File: src/rtl/led_pkg.sv
// -----------------------------------------------------------------------------
// led_pkg
// Shared definitions for the single-wire LED data receiver.
//   - Default pulse timing constants, in clk cycles at 50 MHz.
//   - Decoded word width (24 bits, G/B/R) and counter width.
//   - Receiver FSM state encoding.
//   - Saturating increment helper for the pulse/low counters.
// No ports (package).
// -----------------------------------------------------------------------------
package led_pkg;

    localparam int WORD_W = 24;
    localparam int CNT_W  = 12;

    // Default timing at 50 MHz (20 ns per clk).
    localparam int T_THRESH_DEF = 30;    // high length at/above which a bit is 1
    localparam int T_MIN_DEF    = 8;     // shortest legal high pulse
    localparam int T_MAX_DEF    = 60;    // longest legal high pulse
    localparam int T_RESET_DEF  = 2500;  // low time that ends a frame (50 us)

    typedef enum logic [1:0] {
        ST_SYNC = 2'd0,  // waiting for a full reset-low before trusting the line
        ST_IDLE = 2'd1,  // line is quiet, waiting for the first bit of a frame
        ST_HIGH = 2'd2,  // measuring a high pulse
        ST_LOW  = 2'd3   // between bits, watching for the frame-end low
    } state_e;

    // Counters stick at all-ones rather than wrapping back to zero.
    function automatic logic [CNT_W-1:0] sat_inc(input logic [CNT_W-1:0] v);
        return (&v) ? v : v + 12'd1;
    endfunction

endpackage

File: src/rtl/sync_2ff.sv
// -----------------------------------------------------------------------------
// sync_2ff
// Two-flop synchronizer for a single asynchronous input bit.
// Ports:
//   clk_i   in   destination clock
//   rst_ni  in   asynchronous active-low reset (both flops clear to 0)
//   d_i     in   asynchronous input
//   q_o     out  synchronized output, two clk cycles behind d_i
// -----------------------------------------------------------------------------
module sync_2ff (
    input  logic clk_i,
    input  logic rst_ni,
    input  logic d_i,
    output logic q_o
);

    logic meta_q;
    logic sync_q;

    always_ff @(posedge clk_i or negedge rst_ni) begin
        if (!rst_ni) begin
            meta_q <= 1'b0;
            sync_q <= 1'b0;
        end else begin
            meta_q <= d_i;
            sync_q <= meta_q;
        end
    end

    assign q_o = sync_q;

endmodule

File: src/rtl/led_signal_rx.sv
// -----------------------------------------------------------------------------
// led_signal_rx
// Receiver for a single-wire pulse-width LED data stream. Each bit is a high
// pulse whose length selects 0/1; 24 bits (MSB first) form one G/B/R word; a
// long low ends the frame. The receiver only starts decoding after it has seen
// a full frame-end low, so it never locks onto the middle of a stream.
// Ports:
//   clk         in   single clock, rising edge
//   rst         in   asynchronous active-low reset
//   signal      in   LED data line, asynchronous to clk
//   grb_data    out  [23:0] last delivered word, G[23:16] B[15:8] R[7:0]
//   data_valid  out  one-cycle strobe, grb_data/led_idx valid
//   led_idx     out  [6:0] 0-based index of grb_data within the frame
//   frame_done  out  one-cycle strobe at frame end
//   frame_len   out  [6:0] words delivered in the last frame (held)
//   err         out  one-cycle strobe on a protocol violation
//   overflow    out  sticky until frame end; more than data_num words seen
// -----------------------------------------------------------------------------
module led_signal_rx
    import led_pkg::*;
#(
    parameter int data_num = 32,
    parameter int T_THRESH = T_THRESH_DEF,
    parameter int T_MIN    = T_MIN_DEF,
    parameter int T_MAX    = T_MAX_DEF,
    parameter int T_RESET  = T_RESET_DEF
) (
    input  logic        clk,
    input  logic        rst,
    input  logic        signal,
    output logic [23:0] grb_data,
    output logic        data_valid,
    output logic [6:0]  led_idx,
    output logic        frame_done,
    output logic [6:0]  frame_len,
    output logic        err,
    output logic        overflow
);

    localparam logic [CNT_W-1:0] TH_C  = 12'(T_THRESH);
    localparam logic [CNT_W-1:0] MIN_C = 12'(T_MIN);
    localparam logic [CNT_W-1:0] MAX_C = 12'(T_MAX);
    localparam logic [CNT_W-1:0] TR_C  = 12'(T_RESET);
    localparam logic [6:0]       DN_C  = 7'(data_num);

    // ------------------------------------------------------------------
    // Input synchronization and edge detection
    // ------------------------------------------------------------------
    logic sig_s;
    logic sig_prev_q;
    logic rise;
    logic fall;

    sync_2ff u_sync (
        .clk_i  (clk),
        .rst_ni (rst),
        .d_i    (signal),
        .q_o    (sig_s)
    );

    always_ff @(posedge clk or negedge rst) begin
        if (!rst) begin
            sig_prev_q <= 1'b0;
        end else begin
            sig_prev_q <= sig_s;
        end
    end

    assign rise = sig_s & ~sig_prev_q;
    assign fall = ~sig_s & sig_prev_q;

    // ------------------------------------------------------------------
    // State and datapath registers
    // ------------------------------------------------------------------
    state_e            state_q, state_d;
    logic [CNT_W-1:0]  cnt_hi_q, cnt_hi_d;
    logic [CNT_W-1:0]  cnt_lo_q, cnt_lo_d;
    logic [4:0]        bit_cnt_q, bit_cnt_d;
    logic [6:0]        word_cnt_q, word_cnt_d;
    logic [22:0]       shift_q, shift_d;
    logic [23:0]       grb_q, grb_d;
    logic              dv_q, dv_d;
    logic [6:0]        idx_q, idx_d;
    logic              fd_q, fd_d;
    logic [6:0]        flen_q, flen_d;
    logic              err_q, err_d;
    logic              ovf_q, ovf_d;

    // Low-time bookkeeping shared by SYNC and LOW: next count and its
    // value clamped at T_RESET so the counter parks there.
    logic [CNT_W-1:0]  lo_inc;
    logic [CNT_W-1:0]  lo_sat;
    logic              lo_done;

    assign lo_inc  = sat_inc(cnt_lo_q);
    assign lo_done = (lo_inc >= TR_C);
    assign lo_sat  = lo_done ? TR_C : lo_inc;

    // The bit just finished is appended below the previously received ones,
    // so the first bit on the wire ends up in bit 23.
    logic              bit_val;
    logic [23:0]       word_w;

    assign bit_val = (cnt_hi_q >= TH_C);
    assign word_w  = {shift_q, bit_val};

    // ------------------------------------------------------------------
    // FSM: state register
    // ------------------------------------------------------------------
    always_ff @(posedge clk or negedge rst) begin
        if (!rst) begin
            state_q <= ST_SYNC;
        end else begin
            state_q <= state_d;
        end
    end

    // ------------------------------------------------------------------
    // FSM: next-state logic
    // ------------------------------------------------------------------
    always_comb begin
        state_d = state_q;
        case (state_q)
            ST_SYNC: begin
                if (!sig_s && lo_done) begin
                    state_d = ST_IDLE;
                end
            end
            ST_IDLE: begin
                if (rise) begin
                    state_d = ST_HIGH;
                end
            end
            ST_HIGH: begin
                if (fall) begin
                    state_d = (cnt_hi_q < MIN_C) ? ST_SYNC : ST_LOW;
                end else if (cnt_hi_q > MAX_C) begin
                    state_d = ST_SYNC;
                end
            end
            ST_LOW: begin
                // A high level in LOW is always a fresh rising edge, since
                // LOW is entered on a falling edge.
                if (rise) begin
                    state_d = ST_HIGH;
                end else if (lo_done) begin
                    state_d = ST_IDLE;
                end
            end
            default: state_d = ST_SYNC;
        endcase
    end

    // ------------------------------------------------------------------
    // FSM: datapath / output logic
    // ------------------------------------------------------------------
    always_comb begin
        cnt_hi_d   = cnt_hi_q;
        cnt_lo_d   = cnt_lo_q;
        bit_cnt_d  = bit_cnt_q;
        word_cnt_d = word_cnt_q;
        shift_d    = shift_q;
        grb_d      = grb_q;
        idx_d      = idx_q;
        flen_d     = flen_q;
        ovf_d      = ovf_q;
        dv_d       = 1'b0;
        fd_d       = 1'b0;
        err_d      = 1'b0;

        case (state_q)
            ST_SYNC: begin
                cnt_lo_d = sig_s ? '0 : lo_sat;
            end

            ST_IDLE: begin
                if (rise) begin
                    cnt_hi_d = '0;
                end
            end

            ST_HIGH: begin
                if (fall) begin
                    cnt_lo_d = '0;
                    if (cnt_hi_q < MIN_C) begin
                        // Runt pulse: drop the whole frame in progress and
                        // resynchronize.
                        err_d      = 1'b1;
                        bit_cnt_d  = '0;
                        word_cnt_d = '0;
                    end else begin
                        shift_d = word_w[22:0];
                        if (bit_cnt_q == 5'd23) begin
                            bit_cnt_d = '0;
                            if (word_cnt_q < DN_C) begin
                                grb_d      = word_w;
                                dv_d       = 1'b1;
                                idx_d      = word_cnt_q;
                                word_cnt_d = word_cnt_q + 7'd1;
                            end else begin
                                // Word count stays parked at data_num.
                                ovf_d = 1'b1;
                            end
                        end else begin
                            bit_cnt_d = bit_cnt_q + 5'd1;
                        end
                    end
                end else if (cnt_hi_q > MAX_C) begin
                    // Stuck-high line: abandon the frame.
                    err_d      = 1'b1;
                    bit_cnt_d  = '0;
                    word_cnt_d = '0;
                    cnt_lo_d   = '0;
                end else begin
                    cnt_hi_d = sat_inc(cnt_hi_q);
                end
            end

            ST_LOW: begin
                if (rise) begin
                    cnt_hi_d = '0;
                end else begin
                    cnt_lo_d = lo_sat;
                    if (lo_done) begin
                        // Frame end; a partially received word is an error
                        // and is thrown away.
                        err_d      = (bit_cnt_q != 5'd0);
                        bit_cnt_d  = '0;
                        fd_d       = 1'b1;
                        flen_d     = word_cnt_q;
                        word_cnt_d = '0;
                        ovf_d      = 1'b0;
                    end
                end
            end

            default: begin
                cnt_lo_d = '0;
            end
        endcase
    end

    always_ff @(posedge clk or negedge rst) begin
        if (!rst) begin
            cnt_hi_q   <= '0;
            cnt_lo_q   <= '0;
            bit_cnt_q  <= '0;
            word_cnt_q <= '0;
            shift_q    <= '0;
            grb_q      <= '0;
            dv_q       <= 1'b0;
            idx_q      <= '0;
            fd_q       <= 1'b0;
            flen_q     <= '0;
            err_q      <= 1'b0;
            ovf_q      <= 1'b0;
        end else begin
            cnt_hi_q   <= cnt_hi_d;
            cnt_lo_q   <= cnt_lo_d;
            bit_cnt_q  <= bit_cnt_d;
            word_cnt_q <= word_cnt_d;
            shift_q    <= shift_d;
            grb_q      <= grb_d;
            dv_q       <= dv_d;
            idx_q      <= idx_d;
            fd_q       <= fd_d;
            flen_q     <= flen_d;
            err_q      <= err_d;
            ovf_q      <= ovf_d;
        end
    end

    assign grb_data   = grb_q;
    assign data_valid = dv_q;
    assign led_idx    = idx_q;
    assign frame_done = fd_q;
    assign frame_len  = flen_q;
    assign err        = err_q;
    assign overflow   = ovf_q;

endmodule

File: config.mk
export PLATFORM = sky130hd
export DESIGN_NAME = led_signal_rx
export DESIGN_NICKNAME = d
export VERILOG_FILES = /design/src/rtl/led_pkg.sv /design/src/rtl/sync_2ff.sv /design/src/rtl/led_signal_rx.sv
export SDC_FILE = /design/constraint.sdc
export NUM_CORES = 1
export LEC_CHECK = 0
export BUFFER_PORTS_ARGS = -buffer_cell sky130_fd_sc_hd__buf_2
export CAP_MARGIN = 20
export CORE_MARGIN = 2
export CORE_UTILIZATION = 49
export DETAILED_ROUTE_END_ITERATION = 6
export PLACE_DENSITY_LB_ADDON = 0.1
export REMOVE_ABC_BUFFERS = 1
export SLEW_MARGIN = 0
export SYNTH_ARGS = -nofsm -noshare
export SYNTH_HDL_FRONTEND = slang
export SYNTH_HIERARCHICAL = 1
export SYNTH_SLANG_ARGS = --single-unit
File: constraint.sdc
create_clock -name clk -period 3.02 [get_ports clk]
set_input_delay 0.151 -clock clk [delete_from_list [all_inputs] [get_ports clk]]
set_output_delay 0.151 -clock clk [all_outputs]
set_load 0.03 [all_outputs]
# Word level (Yosys, flattened, before mapping)
# Cells that the tools add are included.
[word_totals] register_bits=106 out_inout_bits=42
[classes] n_mux=56 magnitude_cmp=5 add_sub_neg=4 reduce_logical=19 n_eq_ne=20 n_bitwise=6
[ops] op="2-to-1 mux 12 bit" n=10
[ops] op="2-to-1 mux 7 bit" n=7
[ops] op="one-hot mux 12 bit (3 select lines)" n=1
[ops] op="2-to-1 mux 5 bit" n=6
[ops] op="adder 12 x 1 -> 12 bit, second input constant" n=2
[ops] op="one-hot mux 12 bit (2 select lines)" n=1
[ops] op="AND reduction 12 bit" n=2
[ops] op="inequality test 2 bit, second input constant" n=11
[ops] op="2-to-1 mux 1 bit" n=19
[ops] op="2-to-1 mux 2 bit" n=7
[ops] op="one-hot mux 7 bit (2 select lines)" n=1
[ops] op=">= comparator 12 bit, second input constant" n=1
[ops] op=">= comparator 12 x 5 -> 1 bit, second input constant" n=1
[ops] op="greater-than comparator 12 x 6 -> 1 bit, second input constant" n=1
[ops] op="less-than comparator 12 x 4 -> 1 bit, second input constant" n=1
[ops] op="one-hot mux 5 bit (2 select lines)" n=1
[ops] op="AND reduction 5 bit" n=2
[ops] op="AND reduction 3 bit" n=3
[ops] op="inequality test 4 bit, second input constant" n=2
[ops] op="one-hot mux 2 bit (4 select lines)" n=1
[ops] op="AND reduction 4 bit" n=2
[ops] op="adder 7 x 1 -> 7 bit, second input constant" n=1
[ops] op="less-than comparator 7 x 6 -> 1 bit, second input constant" n=1
[ops] op="AND reduction 7 bit" n=1
[ops] op="other kinds (17)" n=25

# Logic depth before layout (Yosys ltp)
# Gate-level depths: netlist of run 1.
[logic_depth] ltp_word=6 depth_mapped=10 mapped_depth_nobuf=9

# By module
# The synthesis of run 1 kept the hierarchy.
[modules_own_cells] module="led_signal_rx" seq_area_each_um2=2602.5 cells_per_inst=417 area_each_um2=4753.3 n_inst=1
[modules_own_cells] module="sync_2ff" seq_area_each_um2=50.0 cells_per_inst=2 area_each_um2=50.0 n_inst=1

# Least setup slack after synthesis of run 1
# No wires, ideal clock.
[synth_path] kind="reg-to-reg" startpoint="reg cnt_lo_q[0]" endpoint="reg flen_q[0] (netlist: frame_len[0])" arrival_ns=2.482 path_buffers=0 path_stages_with_launch=9 setup_time_ns=0.125 slack_ns=0.413 period_less_slack_ns=2.607 cell_sequence="dfrtp_1 -> ha_1 -> and2_2 -> or4_1 -> o211a_1 -> a221oi_1 -> a222oi_1 -> nand2_2 -> mux2_2"
[synth_via] elab_chain_cells=4 word_cells_on_any_way=5 classes_between="add/sub: 1; order compare: 1; mux: 1; reduce/logical: 2"
[synth_rtl] element="start: declaration" line_no="led_signal_rx.sv:77" rtl="logic [CNT_W-1:0] cnt_lo_q, cnt_lo_d;"
[synth_rtl] element="start signal: assignment" line_no="led_signal_rx.sv:259" rtl="cnt_lo_q <= cnt_lo_d;"
[synth_rtl] element="adder 12 x 1 -> 12 bit / AND reduction 12 bit (equally long branches)" line_no="led_pkg.sv:30" rtl="return (&v) ? v : v + 12'd1;"
[synth_rtl] element="2-to-1 mux 12 bit *" line_no="led_pkg.sv:30"
[synth_rtl] element=">= comparator 12 bit *" line_no="led_signal_rx.sv:96" rtl="assign lo_done = (lo_inc >= TR_C);"
[synth_rtl] element="AND reduction 3 bit (no line) *"
[synth_rtl] element="end signal: assignment" line_no="led_signal_rx.sv:267" rtl="flen_q <= flen_d;"
[synth_rtl] element="end: declaration" line_no="led_signal_rx.sv:85" rtl="logic [6:0] flen_q, flen_d;"
# Every way passes the cells marked *; elsewhere a longest branch is shown, timed or not.
# A chain may end at the register's enable or synchronous reset.

# Worst setup path in the final report of run 1
[layout_path] startpoint="reg cnt_lo_q[0]" endpoint="reg flen_q[3] (netlist: frame_len[3])"
# The elaborated chain is that of the path after synthesis.

==> results of run 1 <==
sequential cells by signal (all words and copies together), names as in the netlist, 2 cells and up:
| register | cells |
|---|---|
| shift_q | 23 |
| grb_data | 24 |
| cnt_hi_q | 12 |
| led_idx | 7 |
| state_q | 2 |
| frame_len | 7 |
| bit_cnt_q | 5 |
| cnt_lo_q | 12 |
| word_cnt_q | 7 |
layout make-up:
class | instances | area (um2)
multi-input cells | 280 | 2020
well taps | 133 | 166
repair buffers | 62 | 375
clock buffers | 9 | 124
clock inverters | 7 | 164
inverters | 13 | 48.8
fillers | 857 | 4090
flip-flops and latches | 106 | 2650
critical path: stages, from the launching register on:
cell and delay, ns:
dfrtp_1 0.41, ha_2 0.21, and2_2 0.21, or4_4 0.55, o211a_1 0.23, a221oi_1 0.31
a222oi_1 0.16, nand2_2 0.13, buf_4 0.16, mux2_2 0.34
worst min path at each step:
| stage | start | to | slack, ns | cells after the start |
|---|---|---|---|---|
| after global placement | rst | cnt_lo_q[0] | 0.22 | 1 |
| after floorplan | rst | bit_cnt_q[0] | -0.14 | 0 |
| final | rst | cnt_lo_q[0] | 0.33 | 2 |
| after detailed placement | rst | cnt_lo_q[0] | 0.22 | 1 |
| after CTS | rst | cnt_lo_q[0] | 0.35 | 2 |
| after global routing | u_sync/meta_q | u_sync/q_o | 0.38 | 0 |
placed cells by master (no fill, tap or decap), types with 3 or more instances in the layout:
master | Yosys | final
bufinv_16 | 0 | 5
a41oi_1 | 5 | 5
nor2_1 | 28 | 27
nand3_1 | 13 | 13
o31ai_1 | 4 | 4
clkbuf_8 | 0 | 9
mux2_2 | 55 | 55
a31oi_1 | 13 | 13
o22ai_1 | 4 | 4
xnor2_1 | 3 | 3
or2_2 | 3 | 3
nand4_1 | 4 | 4
a21o_1 | 5 | 5
dfrtp_1 | 106 | 106
nor3_1 | 7 | 7
o22a_1 | 3 | 3
buf_4 | 3 | 16
ha_1 | 7 | 6
o21ai_0 | 17 | 17
and3_1 | 6 | 6
nand3b_1 | 3 | 3
inv_1 | 12 | 12
a21oi_1 | 7 | 7
and2_1 | 6 | 6
buf_2 | 8 | 43
nand2_1 | 36 | 36
power by group:
part | switching (mW) | leakage (nW) | total, mW | internal [mW]
Clock | 0.471 | 0.144 | 1.19 | 0.719
Combinational | 0.0451 | 1.22 | 0.0651 | 0.0200
Sequential | 0.0109 | 1.47 | 1.44 | 1.43
Total | 0.527 | 2.83 | 2.69 | 2.16
cell families after synthesis:
logic type | count (synthesis) | synth area share
simple gates | 127 | 0.134
flops | 106 | 0.552
compound gates | 85 | 0.125
mux | 56 | 0.131
buf+inv | 33 | 0.0302
fa+ha+maj | 7 | 0.0182
xor+xnor | 5 | 0.00912
routing by layer:
layer | GRT usage | vias to the layer above | wire length, um
li1 | - | 1641 | -
met1 | 0.269 | 1628 | 4420
met2 | 0.268 | 66 | 4220
met3 | 0.0563 | 12 | 449
met4 | 0.0526 | 0 | 118
met5 | 0 | - | 0
what timing repair did:
item                                    in CTS  in global routing
resized for setup                            0                  3
hold endpoints to repair                    50                  0
endpoints found under the setup margin       0                 18
hold buffers                                 2                  0
buffers inserted                             0                  2
==> metrics.cfg, run 1 <==
[timing]
fin_skew_ns=0.0132
fmax_ghz=0.352
tns_ns=0
post-route-min-period_ns=2.84
slew_headroom=0.509
setup_slack_ns=0.176
finalSetupViolCount=0
slew_violations=0
finalHoldViolCount=0
fin_crit_sh=0.942
worst_slew_pin_slew_ns=0.737
whs_ns=0.330

[synth]
synth_common_cells=dfrtp_1 (106), mux2_2 (55), nand2_1 (36)
netlist.area_leader.share=0.552
yosys.cell_types.count=64
yosysMostFrequentCell=dfrtp_1
yosysWarningCount=6
syn-cell-area_um2=4800
syn-instance-count=419
syn_area_per_cell_um2=11.5
yosysTopAreaCell=dfrtp_1
synth-async-reset-ratio=1.00
synthFlopType=dfrtp_1
synth-seq-area-share=0.552
synth_edf_count=0
synth_area_leaders=dfrtp_1 (55%), mux2_2 (13%), nand2_1 (2.8%), nor2_1 (2.2%), ha_1 (1.8%)
ys_ff_latch=106

[worst_setup_path]
cp_data_required_time_ns=3.28
rr_endpoint=frame_len[3]
startpoint_type=register
path_max_fanout=6
rrSetupSlack_ns=0.18
rr_startpoint=cnt_lo_q[0]
critPathLaunch=cnt_lo_q[0]
endpoint_kind=register
endpoint=frame_len[3]
reg2reg_depth=9
crit_arrival_ns=3.10
worstSetupPathType=reg2reg

[power_and_ir_drop]
p_leak_nw=2.83
ir_drop_v=0.000323
power.total_mw=2.69
powerDensity_nw_per_um2=485

[clock_tree]
numCtsBuffers=9
cts_buffer_depth=2
root_buffer=clkbuf_8
cts_tree=yes
htree_levels=3
cts.sinks=106
clock_latency_ns=0.37
path_clk_slew_ns=0.10

[die]
die_area_um2=10600
coreArea_um2=9640
die_w_um=103
start_util=0.498
num_rows=36
ios=45
chipHeight_um=103

[final_layout]
design_area_um2=5550
n_antenna_cell=0
drive_gt1_frac=0.308
synthToLayoutAreaGrowth_pct=15.5
nets=482
stdcell_count=610
post-route-util=0.576

[detailed_routing]
vias=3347
avgRoutedWirePerCell_um=15.1
drt-pass1-iter-count=5
ant_nets=0
drc=0
wirelength_mm=9.21
drtIter0Drc=176
via_per_inst=5.49

[place]
place.gp.congestion=0.891
dp_cells=590
portBuffers=44
dp_hpwl_mm=6.26
post_dp_cell_area_um2=5220
pre_cts_ws_ns=0.161

[global_routing]
grt_pass1_vias=3194
antenna_found_initial=0
grt_pass1_wl_mm=15.3
overflow=0
gr-usage-all-layers=0.185
grt_start_max_net_pins=58

[hold_path]
hold_class=in2async

[outcome]
status=completed

[run]
max_cap_violations=0

Power figures use the tool's default switching activity.
==> inputs of run 2 (changes only) <==
--- a/config.mk
+++ b/config.mk
@@ -7,12 +7,10 @@
 export LEC_CHECK = 0
 export BUFFER_PORTS_ARGS = -buffer_cell sky130_fd_sc_hd__buf_2
 export CAP_MARGIN = 20
-export CORE_MARGIN = 2
 export CORE_UTILIZATION = 49
 export DETAILED_ROUTE_END_ITERATION = 6
 export PLACE_DENSITY_LB_ADDON = 0.1
 export REMOVE_ABC_BUFFERS = 1
-export SLEW_MARGIN = 0
 export SYNTH_ARGS = -nofsm -noshare
 export SYNTH_HDL_FRONTEND = slang
 export SYNTH_HIERARCHICAL = 1
==> metrics.cfg, run 2 (synthesis gave the netlist of run 1 again) <==
[outcome]
status=completed

[final_layout]
final_common_cell=dfrtp_1
nets=486  ; +0.83%
synthToLayoutAreaGrowth_pct=15.1
mostFrequentLayoutCells=dfrtp_1 (106), mux2_2 (55), buf_2 (43)
drive_gt1_frac=0.314  ; +0.00575
n_antenna_cell=0  ; unchanged
largest_reg_flops=24  ; unchanged
stdcell_count=610  ; unchanged

[clock_tree]
cts_tree=yes
numCtsBuffers=9  ; unchanged
cts_buffer_depth=2  ; unchanged
clock_latency_ns=0.37  ; about the same
htree_levels=3  ; unchanged
path_clk_slew_ns=0.10  ; about the same
root_buffer=clkbuf_8
cts.sinks=106  ; unchanged

[die]
coreArea_um2=9370  ; -2.8%
chipHeight_um=101  ; -1.9%
ios=45  ; unchanged
die_w_um=101  ; -1.9%
start_util=0.513  ; +0.0142
die_area_um2=10200  ; -3.8%
num_rows=35  ; -2.8%

[timing]
post-route-min-period_ns=2.82  ; -0.0201 ns
whs_ns=0.345  ; +0.0149 ns
fin_skew_ns=0.0162  ; +0.00302 ns
finalHoldViolCount=0  ; unchanged
fin_crit_sh=0.935  ; -0.00665
slew_headroom=0.511  ; +0.00193
finalSetupViolCount=0  ; unchanged
rsz0062_at_grt=no
fmax_ghz=0.354  ; +0.71%
worst_slew_pin_slew_ns=0.734  ; -0.00289 ns
slew_violations=0  ; unchanged
tns_ns=0  ; unchanged

[detailed_routing]
drtIter0Drc=108  ; -39%
avgRoutedWirePerCell_um=15.1  ; +0.12%
vias=3388  ; +1.2%
wirelength_mm=9.22  ; +0.12%
ant_nets=0  ; unchanged
drt-pass1-iter-count=4  ; -1
via_per_inst=5.55  ; +1.2%
drc=0  ; unchanged

[place]
portBuffers=44  ; unchanged
dp_cells=586  ; -0.68%
place.gp.congestion=0.886  ; -0.64%
dp_hpwl_mm=6.23  ; -0.60%

[worst_setup_path]
rrSetupSlack_ns=0.20  ; +0.02 ns
cp_slowest_stage_delay_ns=0.54  ; about the same
crit_arrival_ns=3.08  ; -0.02 ns
path_max_fanout=7  ; +1
cp_data_required_time_ns=3.28  ; about the same
crit_buf_inv=3  ; +2
endpoint_kind=register
worstSetupPathType=reg2reg
slowest_stage=or4_4
startpoint_type=register
timing.critical_path.cells=ha_1, and2_2, or4_4, o21ai_2, buf_4, a221oi_2, a222oi_1, buf_4, o21ai_1, buf_4, a21o_1
cpMostUsedCell=buf_4
crit_family=compound AO/OA/AOI/OAI gates

[global_routing]
overflow=0  ; unchanged
grt_pass1_wl_mm=16.0  ; +4.1%
gr-usage-all-layers=0.201  ; +0.0160
grt_start_max_net_pins=57  ; -1.7%
grt_pass1_vias=3351  ; +4.9%
antenna_found_initial=0  ; unchanged

[run]
max_cap_violations=0  ; unchanged

[hold_path]
hold_class=reg2reg

[power_and_ir_drop]
power.total_mw=2.51  ; -6.7%
p_leak_nw=2.83  ; about the same
ir_drop_v=0.000328  ; +1.7%
powerDensity_nw_per_um2=454  ; -6.4%

run 2: repair_timing:
item / in CTS / in global routing
resized for setup: 0 / 4
setup buffers: 0 / 6
setup endpoints to repair: 0 / 16
hold buffers: 2 / 0
hold endpoints to repair: 51 / 0
run 2: final cells by class:
cell class	instances	area, um2
inverters	13	48.8
flip-flops and latches	106	2650
clock buffers	13	169
well taps	129	161
clock inverters	3	68.8
repair buffers	66	405
multi-input cells	280	2020
fillers	844	3840
run 2: metal layers:
layer  track usage  up-vias  share of wire
li1              -     1648              -
met1         0.273     1657           0.48
met2         0.313       73           0.47
met3        0.0506       10          0.042
met4        0.0702        0          0.013
met5             0        -              0
run 2: stage by stage:
step	utilization	setup WS (ns)	cell area [um2]
floorplan	-	-0.568	4710
global placement	0.556	0.213	5210
detailed placement	0.556	0.140	5210
CTS	0.584	0.125	5470
global route	0.590	0.0169	5530
finish	0.590	0.196	5530
run 2: final timing paths:
kind                                from             to  cells after the start
setup / recovery             cnt_lo_q[0]  word_cnt_q[0]                     11
hold / removal             u_sync/meta_q     u_sync/q_o                      0
setup reg to reg             cnt_lo_q[0]  word_cnt_q[0]                     11
hold reg to reg            u_sync/meta_q     u_sync/q_o                      0
max in group asynchronous            rst     led_idx[3]                      3
min in group asynchronous            rst    cnt_lo_q[6]                      2
run 2: where the power goes:
group / internal [mW] / leakage [nW] / switching [mW] / total [mW]
registers: 1.43 / 1.47 / 0.0109 / 1.44
logic: 0.0186 / 1.24 / 0.0447 / 0.0633
clock network: 0.539 / 0.120 / 0.471 / 1.01
